**src/rtl/spi_sram_pkg.sv**
```systemverilog
// Shared definitions for the SPI serial-SRAM responder.
//   - Opcode constants of the 23LC-style command set
//   - Reset value of the status/mode register
//   - FSM state encoding (4 bits, exported on dbg_state)
package spi_sram_pkg;

  localparam logic [7:0] OP_READ  = 8'h03;
  localparam logic [7:0] OP_WRITE = 8'h02;
  localparam logic [7:0] OP_RDSR  = 8'h05;
  localparam logic [7:0] OP_WRSR  = 8'h01;

  localparam logic [7:0] SR_RESET_DEFAULT = 8'h40;

  typedef enum logic [3:0] {
    IDLE       = 4'd0,
    CMD        = 4'd1,
    ADDR_HI    = 4'd2,
    ADDR_LO    = 4'd3,
    READ_DATA  = 4'd4,
    WRITE_DATA = 4'd5,
    STATUS_RD  = 4'd6,
    STATUS_WR  = 4'd7,
    IGNORE     = 4'd8
  } state_e;

endpackage

```
**src/rtl/spi_sync_edge.sv**
```systemverilog
// Two-flop synchronizer for an asynchronous pin, plus single-cycle
// rise/fall strobes derived from the synchronized level.
//   clk_i, reset_n_i : system clock, synchronous active-low reset
//   d_i              : asynchronous input
//   q_o              : synchronized level
//   rise_o / fall_o  : one-clk strobes on synchronized 0->1 / 1->0
module spi_sync_edge #(
  parameter logic RESET_VAL = 1'b0
) (
  input  logic clk_i,
  input  logic reset_n_i,
  input  logic d_i,
  output logic q_o,
  output logic rise_o,
  output logic fall_o
);

  logic meta_q, sync_q, prev_q;

  always_ff @(posedge clk_i) begin
    if (!reset_n_i) begin
      meta_q <= RESET_VAL;
      sync_q <= RESET_VAL;
      prev_q <= RESET_VAL;
    end else begin
      meta_q <= d_i;
      sync_q <= meta_q;
      prev_q <= sync_q;
    end
  end

  assign q_o    = sync_q;
  assign rise_o =  sync_q & ~prev_q;
  assign fall_o = ~sync_q &  prev_q;

endmodule

```
**src/rtl/spi_sram_responder.sv**
```systemverilog
// SPI mode-0 slave emulating a 23LC-style serial SRAM on top of a
// byte-wide synchronous RAM port. All SPI pins are oversampled in clk.
//   spi_cs_n/spi_sclk/spi_mosi : host pins (asynchronous)
//   spi_miso, spi_miso_oe      : serial data out and its drive enable
//   mem_addr/mem_wdata/mem_we/mem_re/mem_rdata : RAM port (rdata 1 clk after re)
//   busy      : synchronized chip select asserted
//   dbg_state : current FSM state
module spi_sram_responder
  import spi_sram_pkg::*;
#(
  parameter int unsigned ADDR_W   = 16,
  parameter logic [7:0]  SR_RESET = SR_RESET_DEFAULT
) (
  input  logic              clk,
  input  logic              reset_n,
  input  logic              spi_cs_n,
  input  logic              spi_sclk,
  input  logic              spi_mosi,
  output logic              spi_miso,
  output logic              spi_miso_oe,
  output logic [ADDR_W-1:0] mem_addr,
  output logic [7:0]        mem_wdata,
  output logic              mem_we,
  output logic              mem_re,
  input  logic [7:0]        mem_rdata,
  output logic              busy,
  output logic [3:0]        dbg_state
);

  logic cs_s, cs_rise, cs_fall;
  logic sclk_s, sclk_rise, sclk_fall;
  logic mosi_meta_q, mosi_s_q;

  spi_sync_edge #(.RESET_VAL(1'b1)) u_cs_sync (
    .clk_i(clk), .reset_n_i(reset_n), .d_i(spi_cs_n),
    .q_o(cs_s), .rise_o(cs_rise), .fall_o(cs_fall)
  );

  spi_sync_edge #(.RESET_VAL(1'b0)) u_sclk_sync (
    .clk_i(clk), .reset_n_i(reset_n), .d_i(spi_sclk),
    .q_o(sclk_s), .rise_o(sclk_rise), .fall_o(sclk_fall)
  );

  state_e              state_q, state_d;
  logic [2:0]          bitcnt_q, bitcnt_d;
  logic [7:0]          rx_q, rx_d;
  logic [7:0]          tx_q, tx_d;
  logic [15:0]         addr_q, addr_d;
  logic                rd_q, rd_d;
  logic [7:0]          sr_q, sr_d;
  logic                sr_done_q, sr_done_d;
  logic                oe_q, oe_d;
  logic                load_q, load_d;
  logic                mem_we_q, mem_we_d;
  logic                mem_re_q, mem_re_d;
  logic [ADDR_W-1:0]   mem_addr_q, mem_addr_d;
  logic [7:0]          mem_wdata_q, mem_wdata_d;

  logic        byte_done;
  logic [7:0]  rx_byte;
  logic [15:0] addr_inc, addr_full;

  assign byte_done = sclk_rise && (bitcnt_q == 3'd7);
  assign rx_byte   = {rx_q[6:0], mosi_s_q};
  assign addr_inc  = addr_q + 16'd1;
  assign addr_full = {addr_q[15:8], rx_byte};

  always_ff @(posedge clk) begin
    if (!reset_n) begin
      mosi_meta_q <= 1'b0;
      mosi_s_q    <= 1'b0;
      state_q     <= IDLE;
      bitcnt_q    <= '0;
      rx_q        <= '0;
      tx_q        <= '0;
      addr_q      <= '0;
      rd_q        <= 1'b0;
      sr_q        <= SR_RESET;
      sr_done_q   <= 1'b0;
      oe_q        <= 1'b0;
      load_q      <= 1'b0;
      mem_we_q    <= 1'b0;
      mem_re_q    <= 1'b0;
      mem_addr_q  <= '0;
      mem_wdata_q <= '0;
    end else begin
      mosi_meta_q <= spi_mosi;
      mosi_s_q    <= mosi_meta_q;
      state_q     <= state_d;
      bitcnt_q    <= bitcnt_d;
      rx_q        <= rx_d;
      tx_q        <= tx_d;
      addr_q      <= addr_d;
      rd_q        <= rd_d;
      sr_q        <= sr_d;
      sr_done_q   <= sr_done_d;
      oe_q        <= oe_d;
      load_q      <= load_d;
      mem_we_q    <= mem_we_d;
      mem_re_q    <= mem_re_d;
      mem_addr_q  <= mem_addr_d;
      mem_wdata_q <= mem_wdata_d;
    end
  end

  always_comb begin
    state_d     = state_q;
    bitcnt_d    = bitcnt_q;
    rx_d        = rx_q;
    tx_d        = tx_q;
    addr_d      = addr_q;
    rd_d        = rd_q;
    sr_d        = sr_q;
    sr_done_d   = sr_done_q;
    oe_d        = oe_q;
    load_d      = 1'b0;
    mem_we_d    = 1'b0;
    mem_re_d    = 1'b0;
    mem_addr_d  = mem_addr_q;
    mem_wdata_d = mem_wdata_q;

    if (cs_s) begin
      // Deselect wins over a byte completing in the same clk.
      state_d  = IDLE;
      bitcnt_d = '0;
      oe_d     = 1'b0;
      if (cs_rise) rx_d = '0;
    end else begin
      load_d = mem_re_q;
      if (sclk_rise) begin
        bitcnt_d = bitcnt_q + 3'd1;
        rx_d     = rx_byte;
      end
      // No shift on the first fall after a byte boundary: the freshly
      // loaded MSB must stay on MISO until the host samples it.
      if (sclk_fall && (bitcnt_q != 3'd0)) tx_d = {tx_q[6:0], 1'b0};
      if (load_q && (state_q == READ_DATA)) begin
        tx_d = mem_rdata;
        oe_d = 1'b1;
      end

      unique case (state_q)
        IDLE: if (cs_fall) state_d = CMD;
        CMD: if (byte_done) begin
          case (rx_byte)
            OP_READ:  begin rd_d = 1'b1; state_d = ADDR_HI; end
            OP_WRITE: begin rd_d = 1'b0; state_d = ADDR_HI; end
            OP_RDSR:  begin tx_d = sr_q; oe_d = 1'b1; state_d = STATUS_RD; end
            OP_WRSR:  begin sr_done_d = 1'b0; state_d = STATUS_WR; end
            default:  state_d = IGNORE;
          endcase
        end
        ADDR_HI: if (byte_done) begin
          addr_d  = {rx_byte, addr_q[7:0]};
          state_d = ADDR_LO;
        end
        ADDR_LO: if (byte_done) begin
          addr_d = addr_full;
          if (rd_q) begin
            mem_re_d   = 1'b1;
            mem_addr_d = addr_full[ADDR_W-1:0];
            state_d    = READ_DATA;
          end else begin
            state_d = WRITE_DATA;
          end
        end
        READ_DATA: if (byte_done) begin
          addr_d     = addr_inc;
          mem_re_d   = 1'b1;
          mem_addr_d = addr_inc[ADDR_W-1:0];
        end
        WRITE_DATA: if (byte_done) begin
          mem_we_d    = 1'b1;
          mem_addr_d  = addr_q[ADDR_W-1:0];
          mem_wdata_d = rx_byte;
          addr_d      = addr_inc;
        end
        STATUS_RD: if (byte_done) tx_d = sr_q;
        STATUS_WR: if (byte_done && !sr_done_q) begin
          sr_d      = rx_byte;
          sr_done_d = 1'b1;
        end
        IGNORE: ;
        default: state_d = IDLE;
      endcase
    end
  end

  assign spi_miso    = oe_q & tx_q[7];
  assign spi_miso_oe = oe_q;
  assign mem_addr    = mem_addr_q;
  assign mem_wdata   = mem_wdata_q;
  assign mem_we      = mem_we_q;
  assign mem_re      = mem_re_q;
  assign busy        = ~cs_s;
  assign dbg_state   = state_q;

endmodule

```
**config.mk**
```make
export PLATFORM = sky130hd
export DESIGN_NAME = spi_sram_responder
export DESIGN_NICKNAME = d
export VERILOG_FILES = /design/src/rtl/spi_sram_pkg.sv /design/src/rtl/spi_sync_edge.sv /design/src/rtl/spi_sram_responder.sv
export SDC_FILE = /design/constraint.sdc
export NUM_CORES = 1
export LEC_CHECK = 0
export ABC_AREA = 1
export CAP_MARGIN = 10
export CORE_MARGIN = 2
export CORE_UTILIZATION = 25
export CTS_CLUSTER_DIAMETER = 80
export CTS_CLUSTER_SIZE = 30
export DETAILED_ROUTE_END_ITERATION = 8
export HOLD_SLACK_MARGIN = 0.08
export PLACE_DENSITY = 0.45
export SYNTH_ARGS = -nofsm -noshare
export SYNTH_HDL_FRONTEND = slang
export SYNTH_SLANG_ARGS = --single-unit
```
**constraint.sdc**
```tcl
create_clock -name clk -period 5.1 [get_ports clk]
set_clock_uncertainty 0.05 [all_clocks]
set_input_delay 1.275 -clock clk [delete_from_list [all_inputs] [get_ports clk]]
set_output_delay 1.275 -clock clk [all_outputs]
set_load 0.005 [all_outputs]
```
* After elaboration in Yosys (flattened, before gate mapping)
Index checks and enable logic that the tools add are counted.
** Operators by class
- Bitwise logic cells :: 14
- Multiplexer cells :: 37
- $add $sub $neg :: 2
- Reductions and logical operators :: 27
- Equality and inequality tests :: 24
** Operator list (number)
- one-hot mux 16 bit (3 select lines) :: 2
- two-way mux 16 bit :: 5
- two-way mux 8 bit :: 6
- two-way mux 7 bit :: 3
- != test 2 bit (second input constant) :: 10
- one-hot mux 4 bit (5 select lines) :: 1
- AND reduction 5 bit :: 4
- adder 16 x 1 -> 16 bit (second input constant) :: 1
- == test 4 x 3 -> 1 bit (second input constant) :: 4
- == test 8 x 2 -> 1 bit (second input constant) :: 2
- two-way mux 4 bit :: 4
- one-hot mux 8 bit (2 select lines) :: 1
- one-hot mux 4 bit (3 select lines) :: 1
- two-way mux 1 bit :: 11
- nonzero test 2 bit :: 5
- inverter 1 bit :: 9
- == test 4 x 2 -> 1 bit (second input constant) :: 2
- == test 8 x 1 -> 1 bit (second input constant) :: 1
- == test 8 x 3 -> 1 bit (second input constant) :: 1
- one-hot mux 1 bit (2 select lines) :: 3
- AND reduction 3 bit :: 2
- AND reduction 6 bit :: 1
- nonzero test 3 bit :: 2
- OR reduction 2 bit :: 3
- other kinds (13) :: 20
** Word-level totals
- Output and inout port bits :: 33
- Flip-flop bits (word level) :: 84
- Bits of input ports :: 13
- Word-level logic and storage cells :: 127

* Logic depth before layout (Yosys ltp)
Gate-level depths: netlist of the first run.
- Word-level depth :: 8
- Depth in mapped cells :: 11
- Mapped depth without buffers :: 11

* Hierarchy
From an unflattened synthesis of the first run, not the netlist that was laid out.
** Second synthesis, totals
- Cells, all modules :: 651
- Area, all modules :: 4307.9 µm²
** By module, submodules not included
- spi_sram_responder :: sequential area each 1561.5 µm², instances 1, cells each 626, area an instance 4113.9 µm²
- spi_sync_edge (u_sclk_sync) :: sequential area each 60.1 µm², instances 1, cells each 13, area an instance 100.1 µm²
- spi_sync_edge (u_cs_sync) :: sequential area each 60.1 µm², instances 1, cells each 12, area an instance 93.8 µm²

* Least setup slack after synthesis of the first run
Ideal clock, no wire load.
- Path kind :: input port to flip-flop
- Start :: in reset_n
- End :: reg bitcnt_q[1]
- Stages :: 6
- Data arrival time :: 2.126 ns
- Setup time :: 0.070 ns
- Required time :: 4.980 ns
- Slack :: 2.854 ns
- Path through :: buf_2 inv_1 nor2_1 clkbuf_1 o21ai_0 a21oi_1
** Between the ends
- Longest elaborated chain between the ends :: 2
** Ends and longest elaborated chain
- start, declared :: RTL line spi_sram_responder.sv:15 : input logic reset_n,
- inverter 1 bit (no line)
- OR reduction 2 bit (no line)
- end signal, assigned :: RTL line spi_sram_responder.sv:90 : bitcnt_q <= bitcnt_d;
- end, declared :: RTL line spi_sram_responder.sv:45 : logic [2:0] bitcnt_q, bitcnt_d;
No other way between the ends.
A chain may end at the register's enable or synchronous reset.

* Worst setup path in the final report of the first run
- Start :: in reset_n
- End :: reg bitcnt_q[2]
The elaborated chain is that of the path after synthesis.

==> impl_metrics.env, run 1 <==
export IMPL_drt_vias_per_instance=4.60
export IMPL_cp_end_kind="register"
export IMPL_cp_depth=5
export IMPL_drc=0
export IMPL_slowest_delay_ns=0.67
export IMPL_worstSetupStartpointType="primary input"
export IMPL_tightest_slew_ns=0.755
export IMPL_synth_seq_cells=84
export IMPL_finish_instance_area_mm2=0.00529
export IMPL_grt_remaining_overflow=0
export IMPL_numCtsBuffers=9
export IMPL_clk_latency_ns=0.34
export IMPL_clk_path_buf_depth=2
export IMPL_worstPathArrival_ns=3.41
export IMPL_setup_viol=0
export IMPL_fin_cells=944
export IMPL_wl_per_cell_um=13.6
export IMPL_antenna_found_initial=0
export IMPL_critPathKind="in -> reg"
export IMPL_postPlaceCellArea_mm2=0.00498
export IMPL_cts_resized_gates=0
export IMPL_max_cap_violations=0
export IMPL_drt_iter0_markers=269
export IMPL_grt_max_degree=53
export IMPL_p_clk_frac=0.496
export IMPL_yosysUniqueCellTypes=29
export IMPL_synth_nets=689
export IMPL_die_height_um=135
export IMPL_path_clk_slew_ns=0.06
export IMPL_irDropWorstVdd_uv=158
export IMPL_p_sw_mw=0.302
export IMPL_io_buffers=45
export IMPL_status="finished, final reports clean"
export IMPL_die_area_mm2=0.0183
export IMPL_synth_warnings=0
export IMPL_finalWirelength_mm=12.8
export IMPL_cts_sinks=84
export IMPL_crit_chain="clkdlybuf4s50_1 -> inv_1 -> nor2_1 -> clkinv_1 -> a211oi_1"
export IMPL_slew_violations=0
export IMPL_gp_congestion=0.891
export IMPL_relSlewSlack=0.495
export IMPL_crit_buf_inv=3
export IMPL_vias=4347
export IMPL_hold_buffers=0
export IMPL_cp_required_ns=5.30
export IMPL_num_antenna_cells=0
export IMPL_cts_tree="done"
export IMPL_syn_area_per_cell_um2=6.42
export IMPL_syn_area_mm2=0.00431
export IMPL_final_cell_mix="177 x nand2_1, 85 x inv_1, 84 x dfxtp_1, 82 x nor2_1, 65 x nand3_1"
export IMPL_coreArea_mm2=0.0171
export IMPL_powerDensity_mw_per_mm2=261
export IMPL_layout_nets=731
export IMPL_crit_path_top_delay_cell="nor2_1"
export IMPL_grt_pass1_vias=3847
export IMPL_fin_crit_sh=0.630
export IMPL_min_path_type="reg -> reg"
export IMPL_nFillCells=1923
export IMPL_core_rowCount=48
export IMPL_layout_commonest_cell="nand2_1"
export IMPL_drive_gt1_frac=0.0542
export IMPL_root_buffer="clkbuf_16"
export IMPL_ys_seq_area_frac=0.390
export IMPL_die_x_um=135
export IMPL_ant_nets=0
export IMPL_holdPathStages=1
export IMPL_crit_fanout=15
export IMPL_grt_pass1_wl_mm=20.3
export IMPL_seqPwrFrac=0.479
export IMPL_track_usage=0.142
export IMPL_rsz0062_at_grt="no"
export IMPL_finalWorstPathRequiredPeriod_ns=3.21
export IMPL_internal_power_mw=1.08
export IMPL_fin_setup_tns_ns=0
export IMPL_placed_cells=928
export IMPL_h_tree_depth=3
export IMPL_synthToLayoutAreaGrowth_pct=22.7
export IMPL_path_delay_family="buffers and inverters"
export IMPL_leakage_nw=2.27
export IMPL_dpl_hpwl_mm=9.23
export IMPL_drt_pass1_iterations=5
export IMPL_syn_inst=672
export IMPL_hold_viol_final=0
export IMPL_cts_setup_buffers=0
export IMPL_pin_count=46
export IMPL_combinationalPowerShare=0.025
export IMPL_ff2ff_path_depth=9
export IMPL_fmax_mhz=311
export IMPL_start_util=0.253
export IMPL_swShare=0.218
## synthesized netlist by cell type
library cell | count | area, µm²
nand2_1 | 177 | 664
inv_1 | 85 | 319
dfxtp_1 | 84 | 1680
nor2_1 | 82 | 308
nand3_1 | 65 | 325
a21oi_1 | 59 | 295
o21ai_0 | 53 | 265
o22ai_1 | 9 | 56.3
buf_2 | 7 | 35.0
clkbuf_1 | 7 | 26.3
nand2_2 | 6 | 37.5
ha_1 | 4 | 50.1
inv_2 | 4 | 15.0
nand4_1 | 4 | 25.0
o211ai_1 | 4 | 30.0
nor2_2 | 3 | 18.8
nor2_4 | 3 | 33.8
nor3_1 | 3 | 15.0
a211oi_1 | 2 | 15.0
or2_2 | 2 | 12.5
a21oi_4 | 1 | 16.3
a31oi_1 | 1 | 6.26
and2_1 | 1 | 6.26
buf_4 | 1 | 7.51
buf_6 | 1 | 11.3
clkinv_1 | 1 | 3.75
nand3_2 | 1 | 10.0
nand3_4 | 1 | 17.5
o21ai_1 | 1 | 5.00
## metrics by stage
step / utilization / total power [mW] / setup slack, ns / hold WS, ns
floorplan: - / 0.693 / 2.85 / 0.340
global placement: 0.292 / 0.711 / 1.62 / 0.357
detailed placement: 0.292 / 0.711 / 1.47 / 0.353
CTS: 0.310 / 1.40 / 1.82 / 0.374
global route: 0.310 / 1.43 / 1.70 / 0.392
finish: 0.310 / 1.38 / 1.89 / 0.369
## power by group through the flow
stage	sequential (mW)	clock (mW)	combinational, mW
6_report	0.662	0.686	0.0341
5_1_grt	0.662	0.731	0.0377
4_1_cts	0.662	0.707	0.0345
3_5_place_dp	0.676	0	0.0343
3_3_place_gp	0.676	0	0.0342
2_1_floorplan	0.675	0	0.0181
## worst paths after layout
kind | startpoint | end | slack (ns)
hold reg to reg | u_cs_sync.meta_q$_SDFF_PN1_ | u_cs_sync.q_o$_SDFF_PN1_ | 0.37
hold / removal | u_cs_sync.meta_q$_SDFF_PN1_ | u_cs_sync.q_o$_SDFF_PN1_ | 0.37
setup / recovery | reset_n | bitcnt_q[2]$_SDFFE_PP0P_ | 1.89
setup reg to reg | dbg_state[2]$_SDFFE_PP0P_ | mem_addr[7]$_SDFFE_PN0P_ | 2.85
## routing by layer
layer,vias to the layer above,share of wire,track usage
li1,2250,-,-
met1,1999,0.50,0.194
met2,84,0.45,0.224
met3,14,0.040,0.0314
met4,0,0.016,0.0475
met5,-,0,0
## flip-flops by register name, indices dropped and copies added, names as in the netlist, 3 cells and up
name,cells
sr_q,8
dbg_state,4
addr_q,16
rx_q,7
mem_wdata,8
mem_addr,16
bitcnt_q,3
tx_q,8
## kinds of logic (layout without fill, tap and decap cells)
group                      Yosys count  count (layout)  synth area share
adders and majority gates            4               4            0.0116
AOI/OAI and AO/OA                  130             130             0.160
buffers and inverters              106             153            0.0969
and+or+nand+nor                    348             348             0.342
DFF                                 84              84             0.390
## layout make-up
type | instances | area [µm²] | share of cell area
repair buffers | 47 | 465 | 0.0879
well taps | 225 | 282 | 0.0532
clock inverters | 5 | 60.1 | 0.0113
inverters | 90 | 338 | 0.0638
flip-flops and latches | 84 | 1680 | 0.318
multi-input cells | 482 | 2210 | 0.418
clock buffers | 11 | 253 | 0.0478
No activity file was read; power rests on OpenSTA's default activity.
==> run 2: changes to the inputs <==
--- a/config.mk
+++ b/config.mk
@@ -13,7 +13,7 @@
 export CTS_CLUSTER_SIZE = 30
 export DETAILED_ROUTE_END_ITERATION = 8
 export HOLD_SLACK_MARGIN = 0.08
-export PLACE_DENSITY = 0.45
+export PLACE_DENSITY = 0.46
 export SYNTH_ARGS = -nofsm -noshare
 export SYNTH_HDL_FRONTEND = slang
 export SYNTH_SLANG_ARGS = --single-unit
==> constraint.sdc (replaced) <==
create_clock -name clk -period 2.6 [get_ports clk]
set_clock_uncertainty 0.05 [all_clocks]
set_input_delay 0.65 -clock clk [delete_from_list [all_inputs] [get_ports clk]]
set_output_delay 0.65 -clock clk [all_outputs]
set_load 0.005 [all_outputs]
==> impl_metrics.env, run 2 (same netlist as run 1, synthesis figures left out) <==
export IMPL_crit_chain="inv_1 -> clkdlybuf4s50_1"
export IMPL_r2r_start="bitcnt_q[1]$_SDFFE_PP0P_"
export IMPL_worst_r2r_setup_slack_ns=0.57
export IMPL_min_path_type="reg -> reg"
export IMPL_status="finished, final reports clean"
export IMPL_tightest_slew_ns=0.555
export IMPL_synthToLayoutAreaGrowth_pct=23.2
export IMPL_drt_pass1_iterations=6
export IMPL_hold_viol_final=0
export IMPL_drt_iter0_markers=272
export IMPL_finalWorstPathRequiredPeriod_ns=2.23
export IMPL_start_util=0.253
export IMPL_cp_required_ns=1.90
export IMPL_clk_latency_ns=0.35
export IMPL_seqPwrFrac=0.491
export IMPL_worstPathArrival_ns=1.53
export IMPL_relSlewSlack=0.627
export IMPL_h_tree_depth=3
export IMPL_core_rowCount=48
export IMPL_combinationalPowerShare=0.028
export IMPL_gp_congestion=0.868
export IMPL_cts_sinks=84
export IMPL_cts_tree="done"
export IMPL_die_area_mm2=0.0183
export IMPL_numCtsBuffers=9
export IMPL_endpoint="busy"
export IMPL_critPathKind="reg -> out"
export IMPL_crit_fanout=6
export IMPL_p_sw_mw=0.575
export IMPL_layout_nets=736
export IMPL_r2r_end="mem_addr[8]$_SDFFE_PN0P_"
export IMPL_io_buffers=45
export IMPL_grt_max_degree=53
export IMPL_drc=0
export IMPL_hold_buffers=0
export IMPL_crit_start="u_cs_sync.q_o$_SDFF_PN1_"
export IMPL_crit_path_top_delay_cell="dfxtp_1"
export IMPL_layout_commonest_cell="nand2_1"
export IMPL_final_cell_mix="177 x nand2_1, 85 x inv_1, 84 x dfxtp_1, 82 x nor2_1, 65 x nand3_1"
export IMPL_num_antenna_cells=0
export IMPL_root_buffer="clkbuf_16"
export IMPL_grt_pass1_wl_mm=20.4
export IMPL_fin_setup_tns_ns=0
export IMPL_ant_nets=0
export IMPL_powerDensity_mw_per_mm2=497
export IMPL_cp_end_kind="output port"
export IMPL_ff2ff_path_depth=9
export IMPL_pin_count=46
export IMPL_nFillCells=1898
export IMPL_dpl_hpwl_mm=9.28
export IMPL_slowest_delay_ns=0.50
export IMPL_clk_path_buf_depth=2
export IMPL_fmax_mhz=449
export IMPL_vias=4340
export IMPL_cts_setup_buffers=0
export IMPL_wl_per_cell_um=13.4
export IMPL_track_usage=0.143
export IMPL_irDropWorstVdd_uv=295
export IMPL_cts_resized_gates=0
export IMPL_path_clk_slew_ns=0.06
export IMPL_drt_vias_per_instance=4.57
export IMPL_swShare=0.217
export IMPL_internal_power_mw=2.07
export IMPL_leakage_nw=2.29
export IMPL_finalWirelength_mm=12.7
export IMPL_antenna_found_initial=0
export IMPL_p_clk_frac=0.482
export IMPL_rsz0062_at_grt="no"
export IMPL_fin_crit_sh=0.857
export IMPL_grt_remaining_overflow=0
export IMPL_setup_viol=0
export IMPL_die_height_um=135
export IMPL_utilization=0.312
export IMPL_drive_gt1_frac=0.0566
export IMPL_worstSetupStartpointType="register"
export IMPL_coreArea_mm2=0.0171
export IMPL_grt_pass1_vias=4014
export IMPL_slew_violations=0
export IMPL_max_cap_violations=0
export IMPL_die_x_um=135
run 2: cell count changes in the layout (fill, tap and decap cells not counted), sizes merged:
cell / delta
clkinvlp: -1
inv: +1
clkinv: -1
clkbuf: +1
buf: +5
run 2: cell type report:
type	count	area [µm²]	area share
multi-input cells	482	2210	0.416
repair buffers	52	515	0.0970
clock inverters	4	48.8	0.00918
clock buffers	12	236	0.0445
well taps	225	282	0.0530
flip-flops and latches	84	1680	0.316
inverters	90	338	0.0636
run 2: per-stage QoR:
step / instance area (µm²) / hold slack [ns] / worst slack (ns) / cells / power (mW)
6_report: 5320 / 0.367 / 0.371 / 949 / 2.64
5_1_grt: 5320 / 0.377 / 0.285 / 949 / 2.73
4_1_cts: 5320 / 0.371 / 0.329 / 949 / 2.69
3_5_place_dp: 5030 / 0.360 / 0.569 / 933 / 1.40
3_3_place_gp: 5030 / 0.355 / 0.596 / 933 / 1.40
2_1_floorplan: 4310 / 0.340 / 0.979 / 672 / 1.36
run 2: worst max-delay path, delay by kind of cell (launching register included):
family   cells  cell delay, ns
buf+inv      2            0.67
flops        1            0.50
run 2: power groups by stage:
stage	sequential (mW)	combinational, mW	clock (mW)
after global placement	1.33	0.0725	0
after global routing	1.30	0.0810	1.36
final	1.30	0.0727	1.27
after CTS	1.30	0.0735	1.32
after floorplan	1.32	0.0355	0
after detailed placement	1.33	0.0730	0
run 2: how the worst min path moves through the flow:
stage	from	to	slack, ns	cells past startpoint
2_1_floorplan	mosi_meta_q$_SDFF_PN0_	mosi_s_q$_SDFF_PN0_	0.34	2
3_3_place_gp	u_cs_sync.meta_q$_SDFF_PN1_	u_cs_sync.q_o$_SDFF_PN1_	0.36	1
3_5_place_dp	u_cs_sync.meta_q$_SDFF_PN1_	u_cs_sync.q_o$_SDFF_PN1_	0.36	1
4_1_cts	u_cs_sync.meta_q$_SDFF_PN1_	u_cs_sync.q_o$_SDFF_PN1_	0.37	1
5_1_grt	u_cs_sync.meta_q$_SDFF_PN1_	u_cs_sync.q_o$_SDFF_PN1_	0.38	1
6_report	u_cs_sync.meta_q$_SDFF_PN1_	u_cs_sync.q_o$_SDFF_PN1_	0.37	1
run 2: layer usage:
layer  track usage  vias up  routed length, µm
met4        0.0527        0                238
li1              -     2254                  -
met1         0.189     1978               6130
met2         0.225       89               5780
met5             0        -                  0
met3        0.0340       19                541
